<file path="src/rtl/imgproc_pkg.sv">
`default_nettype none
// ----------------------------------------------------------------------------
// imgproc_pkg
//   Shared types and helpers for the image-processing controllers: sequencer
//   state encoding, core operation codes, default widths, {r,g,b} packing.
//   Revision: 1.0
// ----------------------------------------------------------------------------
package imgproc_pkg;

  localparam int PIX_W_DEF  = 24;
  localparam int ADDR_W_DEF = 16;

  // Core operation codes
  localparam logic [2:0] OP_PASS   = 3'b000;
  localparam logic [2:0] OP_BRIGHT = 3'b001;
  localparam logic [2:0] OP_THRESH = 3'b111;

  typedef enum logic [2:0] {
    ST_IDLE = 3'd0,
    ST_RD   = 3'd1,
    ST_WT   = 3'd2,
    ST_ISS  = 3'd3,
    ST_WC   = 3'd4,
    ST_WR   = 3'd5,
    ST_DONE = 3'd6,
    ST_ERR  = 3'd7
  } seq_state_t;

  typedef struct packed {
    logic [7:0] r;
    logic [7:0] g;
    logic [7:0] b;
  } rgb_t;

  function automatic logic [23:0] pack_rgb(input logic [7:0] r,
                                           input logic [7:0] g,
                                           input logic [7:0] b);
    return {r, g, b};
  endfunction

  function automatic rgb_t unpack_rgb(input logic [23:0] p);
    return rgb_t'(p);
  endfunction

endpackage
`default_nettype wire

</file>
<file path="src/rtl/frame_sequencer_if.sv">
`default_nettype none
// ----------------------------------------------------------------------------
// frame_sequencer_if
//   Control, source-RAM, core and destination-RAM signals of the frame
//   sequencer. master = sequencer side, slave = surrounding system.
//   Revision: 1.0
// ----------------------------------------------------------------------------
interface frame_sequencer_if #(
  parameter int ADDR_W = 16,
  parameter int PIX_W  = 24
);
  // control
  logic              start;
  logic [2:0]        select_oper_in;
  logic [7:0]        bright_val_in;
  logic [7:0]        threshold_in;
  // source RAM
  logic              src_en;
  logic [ADDR_W-1:0] src_addr;
  logic [PIX_W-1:0]  src_douta;
  // core
  logic [2:0]        core_select_oper;
  logic [7:0]        core_bright_val;
  logic [7:0]        core_threshold;
  logic              core_done_in;
  logic [7:0]        core_red_in;
  logic [7:0]        core_green_in;
  logic [7:0]        core_blue_in;
  logic              core_done_out;
  logic [7:0]        core_red_out;
  logic [7:0]        core_green_out;
  logic [7:0]        core_blue_out;
  // destination RAM
  logic              dst_en;
  logic              dst_we;
  logic [ADDR_W-1:0] dst_addr;
  logic [PIX_W-1:0]  dst_dina;
  // status
  logic              busy;
  logic              frame_done;
  logic              timeout_err;
  logic [ADDR_W-1:0] pixel_cnt;

  modport master (
    input  start, select_oper_in, bright_val_in, threshold_in,
    output src_en, src_addr,
    input  src_douta,
    output core_select_oper, core_bright_val, core_threshold,
    output core_done_in, core_red_in, core_green_in, core_blue_in,
    input  core_done_out, core_red_out, core_green_out, core_blue_out,
    output dst_en, dst_we, dst_addr, dst_dina,
    output busy, frame_done, timeout_err, pixel_cnt
  );

  modport slave (
    output start, select_oper_in, bright_val_in, threshold_in,
    input  src_en, src_addr,
    output src_douta,
    input  core_select_oper, core_bright_val, core_threshold,
    input  core_done_in, core_red_in, core_green_in, core_blue_in,
    output core_done_out, core_red_out, core_green_out, core_blue_out,
    input  dst_en, dst_we, dst_addr, dst_dina,
    input  busy, frame_done, timeout_err, pixel_cnt
  );
endinterface
`default_nettype wire

</file>
<file path="src/rtl/pixel_watchdog.sv">
`default_nettype none
// ----------------------------------------------------------------------------
// pixel_watchdog
//   Loadable down-counter. expired_o flags the decrement that would take the
//   count to zero, so a load of N allows exactly N decrement cycles.
//   Revision: 1.0
// ----------------------------------------------------------------------------
module pixel_watchdog #(
  parameter int WIDTH = 8
) (
  input  wire logic             clk,
  input  wire logic             rst_n,
  input  wire logic             load_i,
  input  wire logic [WIDTH-1:0] load_val_i,
  input  wire logic             dec_i,
  output logic                  expired_o
);

  logic [WIDTH-1:0] cnt_q, cnt_d;

  // Next count: load wins over decrement; decrement saturates at zero
  always_comb begin
    cnt_d = cnt_q;
    if (load_i) begin
      cnt_d = load_val_i;
    end else if (dec_i && (cnt_q != '0)) begin
      cnt_d = cnt_q - WIDTH'(1);
    end
  end

  // Counter register
  always_ff @(posedge clk or negedge rst_n) begin
    if (!rst_n) begin
      cnt_q <= '0;
    end else begin
      cnt_q <= cnt_d;
    end
  end

  assign expired_o = dec_i && !load_i && (cnt_q <= WIDTH'(1));

endmodule
`default_nettype wire

</file>
<file path="src/rtl/frame_sequencer.sv">
`default_nettype none
// ----------------------------------------------------------------------------
// frame_sequencer
//   Streams every source pixel through the processing core and writes each
//   result to the destination RAM, one pixel at a time, with a per-pixel
//   watchdog on the core response.
//   Revision: 1.0
// ----------------------------------------------------------------------------
module frame_sequencer
  import imgproc_pkg::*;
#(
  parameter int PIXELS  = 41749,
  parameter int ADDR_W  = ADDR_W_DEF,
  parameter int PIX_W   = PIX_W_DEF,
  parameter int RAM_LAT = 1,
  parameter int TIMEOUT = 255
) (
  input  wire logic          clk,
  input  wire logic          rst_n,
  frame_sequencer_if.master  bus
);

  localparam int                WD_W      = (TIMEOUT < 2) ? 1 : $clog2(TIMEOUT + 1);
  localparam logic [WD_W-1:0]   WD_LOAD   = WD_W'(TIMEOUT);
  localparam logic [ADDR_W-1:0] LAST_ADDR = ADDR_W'(PIXELS);
  localparam logic [1:0]        WAIT_LOAD = 2'(RAM_LAT - 1);

  seq_state_t        state_q, state_d;
  logic [ADDR_W-1:0] addr_q, addr_d;
  logic [ADDR_W-1:0] cnt_q, cnt_d;
  logic [1:0]        wait_q, wait_d;
  logic [2:0]        sel_q, sel_d;
  logic [7:0]        bright_q, bright_d;
  logic [7:0]        thr_q, thr_d;
  logic [PIX_W-1:0]  pix_q, pix_d;
  logic [PIX_W-1:0]  dst_q, dst_d;
  logic              terr_q, terr_d;

  logic              wd_load;
  logic              wd_dec;
  logic              wd_expired;
  rgb_t              pix_rgb;

  pixel_watchdog #(
    .WIDTH (WD_W)
  ) u_watchdog (
    .clk        (clk),
    .rst_n      (rst_n),
    .load_i     (wd_load),
    .load_val_i (WD_LOAD),
    .dec_i      (wd_dec),
    .expired_o  (wd_expired)
  );

  // Next-state and datapath updates for the per-pixel read/issue/write loop
  always_comb begin
    state_d  = state_q;
    addr_d   = addr_q;
    cnt_d    = cnt_q;
    wait_d   = wait_q;
    sel_d    = sel_q;
    bright_d = bright_q;
    thr_d    = thr_q;
    pix_d    = pix_q;
    dst_d    = dst_q;
    terr_d   = terr_q;
    wd_load  = 1'b0;
    wd_dec   = 1'b0;
    unique case (state_q)
      ST_IDLE: begin
        if (bus.start) begin
          sel_d    = bus.select_oper_in;
          bright_d = bus.bright_val_in;
          thr_d    = bus.threshold_in;
          addr_d   = '0;
          cnt_d    = '0;
          terr_d   = 1'b0;
          state_d  = ST_RD;
        end
      end
      ST_RD: begin
        wait_d  = WAIT_LOAD;
        state_d = ST_WT;
      end
      ST_WT: begin
        // RAM data is valid in the last wait cycle; hold it for the core
        if (wait_q == 2'd0) begin
          pix_d   = bus.src_douta;
          state_d = ST_ISS;
        end else begin
          wait_d = wait_q - 2'd1;
        end
      end
      ST_ISS: begin
        wd_load = 1'b1;
        state_d = ST_WC;
      end
      ST_WC: begin
        if (bus.core_done_out) begin
          dst_d   = pack_rgb(bus.core_red_out, bus.core_green_out, bus.core_blue_out);
          state_d = ST_WR;
        end else begin
          wd_dec = 1'b1;
          if (wd_expired) begin
            terr_d  = 1'b1;
            state_d = ST_ERR;
          end
        end
      end
      ST_WR: begin
        cnt_d = cnt_q + ADDR_W'(1);
        if (addr_q == LAST_ADDR) begin
          state_d = ST_DONE;
        end else begin
          addr_d  = addr_q + ADDR_W'(1);
          state_d = ST_RD;
        end
      end
      ST_DONE: state_d = ST_IDLE;
      ST_ERR:  state_d = ST_IDLE;
      default: state_d = ST_IDLE;
    endcase
  end

  // State and datapath registers
  always_ff @(posedge clk or negedge rst_n) begin
    if (!rst_n) begin
      state_q  <= ST_IDLE;
      addr_q   <= '0;
      cnt_q    <= '0;
      wait_q   <= '0;
      sel_q    <= '0;
      bright_q <= '0;
      thr_q    <= '0;
      pix_q    <= '0;
      dst_q    <= '0;
      terr_q   <= 1'b0;
    end else begin
      state_q  <= state_d;
      addr_q   <= addr_d;
      cnt_q    <= cnt_d;
      wait_q   <= wait_d;
      sel_q    <= sel_d;
      bright_q <= bright_d;
      thr_q    <= thr_d;
      pix_q    <= pix_d;
      dst_q    <= dst_d;
      terr_q   <= terr_d;
    end
  end

  assign pix_rgb = unpack_rgb(pix_q);

  assign bus.src_en           = (state_q == ST_RD);
  assign bus.src_addr         = addr_q;
  assign bus.core_select_oper = sel_q;
  assign bus.core_bright_val  = bright_q;
  assign bus.core_threshold   = thr_q;
  assign bus.core_done_in     = (state_q == ST_ISS);
  assign bus.core_red_in      = pix_rgb.r;
  assign bus.core_green_in    = pix_rgb.g;
  assign bus.core_blue_in     = pix_rgb.b;
  assign bus.dst_en           = (state_q == ST_WR);
  assign bus.dst_we           = (state_q == ST_WR);
  assign bus.dst_addr         = addr_q;
  assign bus.dst_dina         = dst_q;
  assign bus.busy             = (state_q == ST_RD)  || (state_q == ST_WT) ||
                                (state_q == ST_ISS) || (state_q == ST_WC) ||
                                (state_q == ST_WR);
  assign bus.frame_done       = (state_q == ST_DONE);
  assign bus.timeout_err      = terr_q;
  assign bus.pixel_cnt        = cnt_q;

endmodule
`default_nettype wire

</file>
<file path="src/flat_wrapper.sv">
// flat-port wrapper written by rule: the top's interface ports become plain ports
module frame_sequencer_flat import imgproc_pkg::*;
#(
  parameter int PIXELS  = 41749,
  parameter int ADDR_W  = ADDR_W_DEF,
  parameter int PIX_W   = PIX_W_DEF,
  parameter int RAM_LAT = 1,
  parameter int TIMEOUT = 255
)
  (clk, rst_n, bus_start, bus_select_oper_in, bus_bright_val_in, bus_threshold_in, bus_src_en, bus_src_addr, bus_src_douta, bus_core_select_oper, bus_core_bright_val, bus_core_threshold, bus_core_done_in, bus_core_red_in, bus_core_green_in, bus_core_blue_in, bus_core_done_out, bus_core_red_out, bus_core_green_out, bus_core_blue_out, bus_dst_en, bus_dst_we, bus_dst_addr, bus_dst_dina, bus_busy, bus_frame_done, bus_timeout_err, bus_pixel_cnt);
  frame_sequencer_if #(.ADDR_W(ADDR_W), .PIX_W(PIX_W)) bus_i ();
  input  wire logic clk;
  input  wire logic rst_n;
  input wire logic [$bits(bus_i.start)-1:0] bus_start;
  input wire logic [$bits(bus_i.select_oper_in)-1:0] bus_select_oper_in;
  input wire logic [$bits(bus_i.bright_val_in)-1:0] bus_bright_val_in;
  input wire logic [$bits(bus_i.threshold_in)-1:0] bus_threshold_in;
  output wire logic [$bits(bus_i.src_en)-1:0] bus_src_en;
  output wire logic [$bits(bus_i.src_addr)-1:0] bus_src_addr;
  input wire logic [$bits(bus_i.src_douta)-1:0] bus_src_douta;
  output wire logic [$bits(bus_i.core_select_oper)-1:0] bus_core_select_oper;
  output wire logic [$bits(bus_i.core_bright_val)-1:0] bus_core_bright_val;
  output wire logic [$bits(bus_i.core_threshold)-1:0] bus_core_threshold;
  output wire logic [$bits(bus_i.core_done_in)-1:0] bus_core_done_in;
  output wire logic [$bits(bus_i.core_red_in)-1:0] bus_core_red_in;
  output wire logic [$bits(bus_i.core_green_in)-1:0] bus_core_green_in;
  output wire logic [$bits(bus_i.core_blue_in)-1:0] bus_core_blue_in;
  input wire logic [$bits(bus_i.core_done_out)-1:0] bus_core_done_out;
  input wire logic [$bits(bus_i.core_red_out)-1:0] bus_core_red_out;
  input wire logic [$bits(bus_i.core_green_out)-1:0] bus_core_green_out;
  input wire logic [$bits(bus_i.core_blue_out)-1:0] bus_core_blue_out;
  output wire logic [$bits(bus_i.dst_en)-1:0] bus_dst_en;
  output wire logic [$bits(bus_i.dst_we)-1:0] bus_dst_we;
  output wire logic [$bits(bus_i.dst_addr)-1:0] bus_dst_addr;
  output wire logic [$bits(bus_i.dst_dina)-1:0] bus_dst_dina;
  output wire logic [$bits(bus_i.busy)-1:0] bus_busy;
  output wire logic [$bits(bus_i.frame_done)-1:0] bus_frame_done;
  output wire logic [$bits(bus_i.timeout_err)-1:0] bus_timeout_err;
  output wire logic [$bits(bus_i.pixel_cnt)-1:0] bus_pixel_cnt;
  assign bus_i.start = bus_start;
  assign bus_i.select_oper_in = bus_select_oper_in;
  assign bus_i.bright_val_in = bus_bright_val_in;
  assign bus_i.threshold_in = bus_threshold_in;
  assign bus_src_en = bus_i.src_en;
  assign bus_src_addr = bus_i.src_addr;
  assign bus_i.src_douta = bus_src_douta;
  assign bus_core_select_oper = bus_i.core_select_oper;
  assign bus_core_bright_val = bus_i.core_bright_val;
  assign bus_core_threshold = bus_i.core_threshold;
  assign bus_core_done_in = bus_i.core_done_in;
  assign bus_core_red_in = bus_i.core_red_in;
  assign bus_core_green_in = bus_i.core_green_in;
  assign bus_core_blue_in = bus_i.core_blue_in;
  assign bus_i.core_done_out = bus_core_done_out;
  assign bus_i.core_red_out = bus_core_red_out;
  assign bus_i.core_green_out = bus_core_green_out;
  assign bus_i.core_blue_out = bus_core_blue_out;
  assign bus_dst_en = bus_i.dst_en;
  assign bus_dst_we = bus_i.dst_we;
  assign bus_dst_addr = bus_i.dst_addr;
  assign bus_dst_dina = bus_i.dst_dina;
  assign bus_busy = bus_i.busy;
  assign bus_frame_done = bus_i.frame_done;
  assign bus_timeout_err = bus_i.timeout_err;
  assign bus_pixel_cnt = bus_i.pixel_cnt;
  frame_sequencer #(.PIXELS(PIXELS), .ADDR_W(ADDR_W), .PIX_W(PIX_W), .RAM_LAT(RAM_LAT), .TIMEOUT(TIMEOUT)) u_core (.clk(clk), .rst_n(rst_n), .bus(bus_i));
endmodule
</file>
<file path="config.mk">
export PLATFORM = sky130hd
export DESIGN_NAME = frame_sequencer_flat
export DESIGN_NICKNAME = d
export VERILOG_FILES = /design/src/rtl/imgproc_pkg.sv /design/src/rtl/frame_sequencer_if.sv /design/src/rtl/pixel_watchdog.sv /design/src/rtl/frame_sequencer.sv /design/src/flat_wrapper.sv
export SDC_FILE = /design/constraint.sdc
export NUM_CORES = 1
export LEC_CHECK = 0
export CAP_MARGIN = 10
export CORE_ASPECT_RATIO = 0.7
export CORE_MARGIN = 5
export CORE_UTILIZATION = 48
export CTS_CLUSTER_DIAMETER = 80
export DETAILED_ROUTE_END_ITERATION = 8
export PLACE_DENSITY = 0.86
export SLEW_MARGIN = 20
export SYNTH_ARGS = -nofsm -noshare
export SYNTH_HDL_FRONTEND = slang
export SYNTH_SLANG_ARGS = --single-unit
</file>
<file path="constraint.sdc">
create_clock -name clk -period 2.7 [get_ports clk]
set_input_delay 0.54 -clock clk [delete_from_list [all_inputs] [get_ports clk]]
set_output_delay 0.54 -clock clk [all_outputs]
set_load 0.05 [all_outputs]
</file>
After elaboration in Yosys (flattened, before gate mapping)
Index checks and enable logic that the tools add are counted.
W data, S select, Z words.

cells by class
  eq/ne operators = 15
  add/subtract/negate cells = 4
  multiplexer cells = 21
  order comparisons = 1
  reductions and logical operators = 24

operators with widths
  cell                     count
  $pmux W16 S2             2
  $add A16 B1 Y16 const B  2
  $mux W16                 2
  $pmux W3 S7              1
  $eq A16 B16 Y1 const B   1
  $mux W8                  2
  $mux W3                  5
  $eq A3 B3 Y1 const B     4
  $ne A2 B2 Y1 const B     5
  $reduce_and A2 Y1        5
  $le A8 B1 Y1 const B     1
  $reduce_bool A2 Y1       4
  $reduce_bool A8 Y1       1
  $sub A8 B1 Y8 const B    1
  $eq A3 B2 Y1 const B     2
  $mux W1                  6
  $reduce_and A3 Y1        2
  $logic_or A1 B1 Y1       4
  $pmux W2 S2              1
  $reduce_and A4 Y1        1
  $eq A3 B1 Y1 const B     1
  $logic_and A1 B1 Y1      3
  $logic_not A3 Y1         1
  $ne A3 B3 Y1 const B     1
  other kinds (7)          7

word-level totals
  word-level logic and storage cells = 76
  output and inout port bits = 122
  input bits = 71
  flip-flop bits (word level) = 113

Depth between registers and ports, before layout
Gate-level depths: netlist of the first run.

  depth after elaboration = 8
  gate-level depth with buffers = 8
  mapped depth without buffers = 6

Modules after synthesis
A second synthesis of the first run with hierarchy kept.

unflattened totals
  cell total of the unflattened synthesis = 492
  area total of the unflattened synthesis = 5,322.6 µm²

modules (own cells, without submodules)
  module           cells an instance  sequential area each (µm²)  instances  area an instance (µm²)
  frame_sequencer  417                2,627.5                     1          4,707.0
  pixel_watchdog   75                 200.2                       1          615.6

Worst setup path before layout of the first run
No wires, ideal clock.

  path type = reg-to-output
  from = register u_core.state_q[2]
  to = output port bus_frame_done
  path buffers = 2
  required time = 2,160 ps
  arrival = 1,911 ps
  setup slack = 249 ps
  cell stages (with the launch flop) = 4
  path through = dfrtp_1 buf_2 clkbuf_1 nor3b_1

on the way
  cells in the longest elaborated chain, start to end = 1

RTL lines
  item                      line                    source
  start: declaration        frame_sequencer.sv:28   seq_state_t state_q, state_d;
  start signal: assignment  frame_sequencer.sv:139  state_q <= state_d;
  $eq A3 B3 Y1              frame_sequencer.sv:170  assign bus.frame_done = (state_q == ST_DONE);
  end: declaration          flat_wrapper.sv:37      output wire logic [$bits(bus_i.frame_done)-1:0] bus_frame_done;

Every way passes these cells.

Final worst setup path of the first run
  from = register u_core.state_q[1]
  to = output port bus_core_done_in

on the way
  cells in the longest elaborated chain, start to end = 1

RTL lines
  item              line                    source
  $eq A3 B2 Y1      frame_sequencer.sv:159  assign bus.core_done_in = (state_q == ST_ISS);
  end: declaration  flat_wrapper.sv:24      output wire logic [$bits(bus_i.core_done_in)-1:0] bus_core_done_in;

Every way passes these cells.

==> results.json, run 1 <==
{
  "endpoint_kind": "output pin",
  "postCtsSetupRepairBufs": 0,
  "setup-tns-final_ns": 0,
  "crit_slowest_cell": "dfrtp_1",
  "regToRegSetupSlack_ns": 0.61,
  "cts_buffers": 17,
  "critPathKind": "reg2out",
  "ys_seq_elements": 113,
  "min_path_type": "in2async",
  "cp.arrival_ns": 1.96,
  "worstReg2RegEnd": "u_core.bus.dst_addr[12]",
  "relSlewSlack_pct": 57.6,
  "track_usage_pct": 21.2,
  "tightest_slew_ns": 0.636,
  "synth_ff_type": "dfrtp_1",
  "clockBufferDepth": 2,
  "timing.rr.start": "u_core.state_q[0]",
  "final_core_util_pct": 75.2,
  "ys_async_sr_fraction_pct": 100,
  "grt_antenna_before_repair": 0,
  "grt_max_degree": 50,
  "finalCritPeriodShare_pct": 92.5,
  "syn_inst": 478,
  "hpwl_um": 9900,
  "antenna_cells": 0,
  "cts_root_buffer": "clkbuf_16",
  "dieArea_mm2": 0.0130,
  "slew_viol_final": 0,
  "h-tree-depth": 4,
  "gp_congestion": 0.822,
  "clk_pin_slew_ns": 0.06,
  "cp-start-kind": "flop",
  "rsz0062_at_grt": "no",
  "dr.pass1.iters": 5,
  "yosys_warnings": 0,
  "ff2ff_path_depth": 5,
  "ir_worst_vdd_v": 0.00101,
  "cts_tree": "yes",
  "syn_nets": 556,
  "hold_viol": 0,
  "die_y_um": 96.8,
  "clock_skew_ns": 0.00676,
  "viasPerCell": 5.42,
  "drtIter0Drc": 346,
  "setup_viol": 0,
  "insertion_delay_ns": 0.40,
  "wirelength_um": 13400,
  "grt_pass1_vias": 4506,
  "max_stage_delay_ns": 0.56,
  "synth_edf_count": 0,
  "area_growth_syn_to_layout_pct": 52.0,
  "start_util_pct": 49.5,
  "powerDensity_mw_per_mm2": 1270,
  "gr-total-overflow": 0,
  "drtAntennaViolNets": 0,
  "yosysSeqAreaShare_pct": 54.8,
  "holdWs_ns": 0.150,
  "core_area_mm2": 0.0104,
  "maxCapViolCount": 0,
  "period_needed_ns": 2.50,
  "layout-drive-gt1-share_pct": 16.8,
  "syn_area_mm2": 0.00516,
  "rows": 31,
  "die_w_um": 134,
  "max_freq_mhz": 401,
  "vias": 4398,
  "syn-mean-instance-area_um2": 10.8,
  "ys_types": 51,
  "pin_count": 193,
  "cts.sink_count": 113,
  "critPathRequiredTime_ns": 2.16,
  "cts_hold_buf": 0,
  "crit_fanout": 11,
  "leakagePower_nw": 3.37,
  "portBuffers": 192,
  "outcome": "finished clean",
  "cts-resized-gates": 0,
  "drc": 0,
  "nNetsFinal": 745,
  "wl_per_cell_um": 16.5,
  "crit_chain": "nand2b_1, or2_2, inv_1, buf_12",
  "grt_pass1_wl_um": 22500
}
## worst max-delay path: cells and delay by family (launching register included)
kind / cells / cell delay, ns
DFF: 1 / 0.56
buffers and inverters: 2 / 0.35
and+or+nand+nor: 2 / 0.64
## worst max path at each step
stage | startpoint | end | slack, ns | cells past startpoint
4_1_cts | u_core.state_q[1] | bus_core_done_in | 0.19 | 4
5_1_grt | u_core.state_q[1] | bus_core_done_in | 0.09 | 4
3_5_place_dp | bus_core_done_out | u_core.u_watchdog.cnt_q[6] | 0.44 | 5
2_1_floorplan | u_core.state_q[2] | bus_frame_done | 0.25 | 3
3_3_place_gp | bus_core_done_out | u_core.u_watchdog.cnt_q[6] | 0.50 | 5
6_report | u_core.state_q[1] | bus_core_done_in | 0.20 | 4
## kinds of logic (layout without fill, tap and decap cells)
group	Yosys count	count (layout)	synth area share, %
compound gates	61	61	7.34
xor+xnor	5	5	0.848
fa+ha+maj	7	7	1.70
buf+inv	48	250	4.94
flops	113	113	54.8
mux	59	59	12.6
simple gates	185	185	17.8
## routing by layer
metal  vias up  global-route usage, %  part of all wire [%]
li1       2040                      -                     -
met1      2160                   26.5                    41
met2       180                   34.6                    49
met3        18                   7.26                   8.1
met4         0                   6.80                   1.5
met5         -                      0                     0
## cells in the mapped netlist, types with 3 or more instances
| cell | instances | area share (%) |
|---|---|---|
| dfrtp_1 | 113 | 55 |
| nand2_1 | 97 | 7.1 |
| mux2_2 | 48 | 10 |
| o21ai_0 | 25 | 2.4 |
| buf_4 | 17 | 2.5 |
| nand3_1 | 17 | 1.6 |
| nor2_1 | 14 | 1.0 |
| inv_1 | 12 | 0.87 |
| a21oi_1 | 11 | 1.1 |
| mux2i_1 | 11 | 2.1 |
| buf_2 | 9 | 0.87 |
| clkbuf_1 | 9 | 0.65 |
| nand4_1 | 9 | 1.1 |
| nor3_1 | 8 | 0.78 |
| ha_1 | 7 | 1.7 |
| o31ai_1 | 6 | 0.87 |
| or3_1 | 6 | 0.73 |
| a31oi_1 | 5 | 0.61 |
| and3_1 | 5 | 0.61 |
| nor4_1 | 4 | 0.48 |
| o211ai_1 | 4 | 0.58 |
| and2_1 | 3 | 0.36 |
| xor2_1 | 3 | 0.51 |
## registers in the layout, indices dropped and copies added, names as in the netlist
register and flops:
u_core.bus.timeout_err 1, u_core.bus.dst_dina 24, u_core.bus.core_threshold 8, u_core.bus.dst_addr 16, u_core.bus.pixel_cnt 16, u_core.bus.core_select_oper 3, u_core.pix_q 24, u_core.wait_q 2
u_core.state_q 3, u_core.u_watchdog.cnt_q 8, u_core.bus.core_bright_val 8
## cells in the final DEF (no fill, tap or decap), types with 6 or more instances in the layout
cell type,n
nor3_1,8
nor2_1,14
clkbuf_16,17
o21ai_0,25
mux2_2,48
buf_4,17
nand4_1,9
dfrtp_1,113
inv_1,12
clkdlybuf4s50_1,185
nand2_1,97
or3_1,6
a21oi_1,11
mux2i_1,11
o31ai_1,6
nand3_1,17
ha_1,7
## stage by stage
step | instances | instance area [um2] | setup WS [ns] | power [mW]
floorplan | 478 | 5160 | 0.249 | 5.84
CTS | 812 | 7850 | 0.189 | 10.1
global placement | 780 | 7200 | 0.498 | 7.46
finish | 812 | 7850 | 0.203 | 9.99
detailed placement | 780 | 7200 | 0.441 | 7.57
global route | 812 | 7850 | 0.0877 | 10.4
## layout make-up
class | count | area, um2
Clock buffer | 18 | 439
Multi-Input combinational cell | 317 | 2100
Inverter | 12 | 45.0
Sequential cell | 113 | 2830
Tap cell | 132 | 165
Timing Repair Buffer | 206 | 2060
Clock inverter | 14 | 211
Fill cell | 637 | 2580
## where the power goes
| group | leakage [nW] | switching [mW] | internal [mW] |
|---|---|---|---|
| Sequential | 1.41 | 0.418 | 2.28 |
| Clock | 0.316 | 0.783 | 1.66 |
| Combinational | 1.65 | 3.12 | 1.73 |
| Total | 3.37 | 4.32 | 5.67 |
No activity file was read; power rests on OpenSTA's default activity.
==> run 2: changes to the inputs <==
TNS_END_PERCENT = 30   (was not set)
==> results of run 2 <==
Final layout, timing and power as in run 1 (identical DEF).
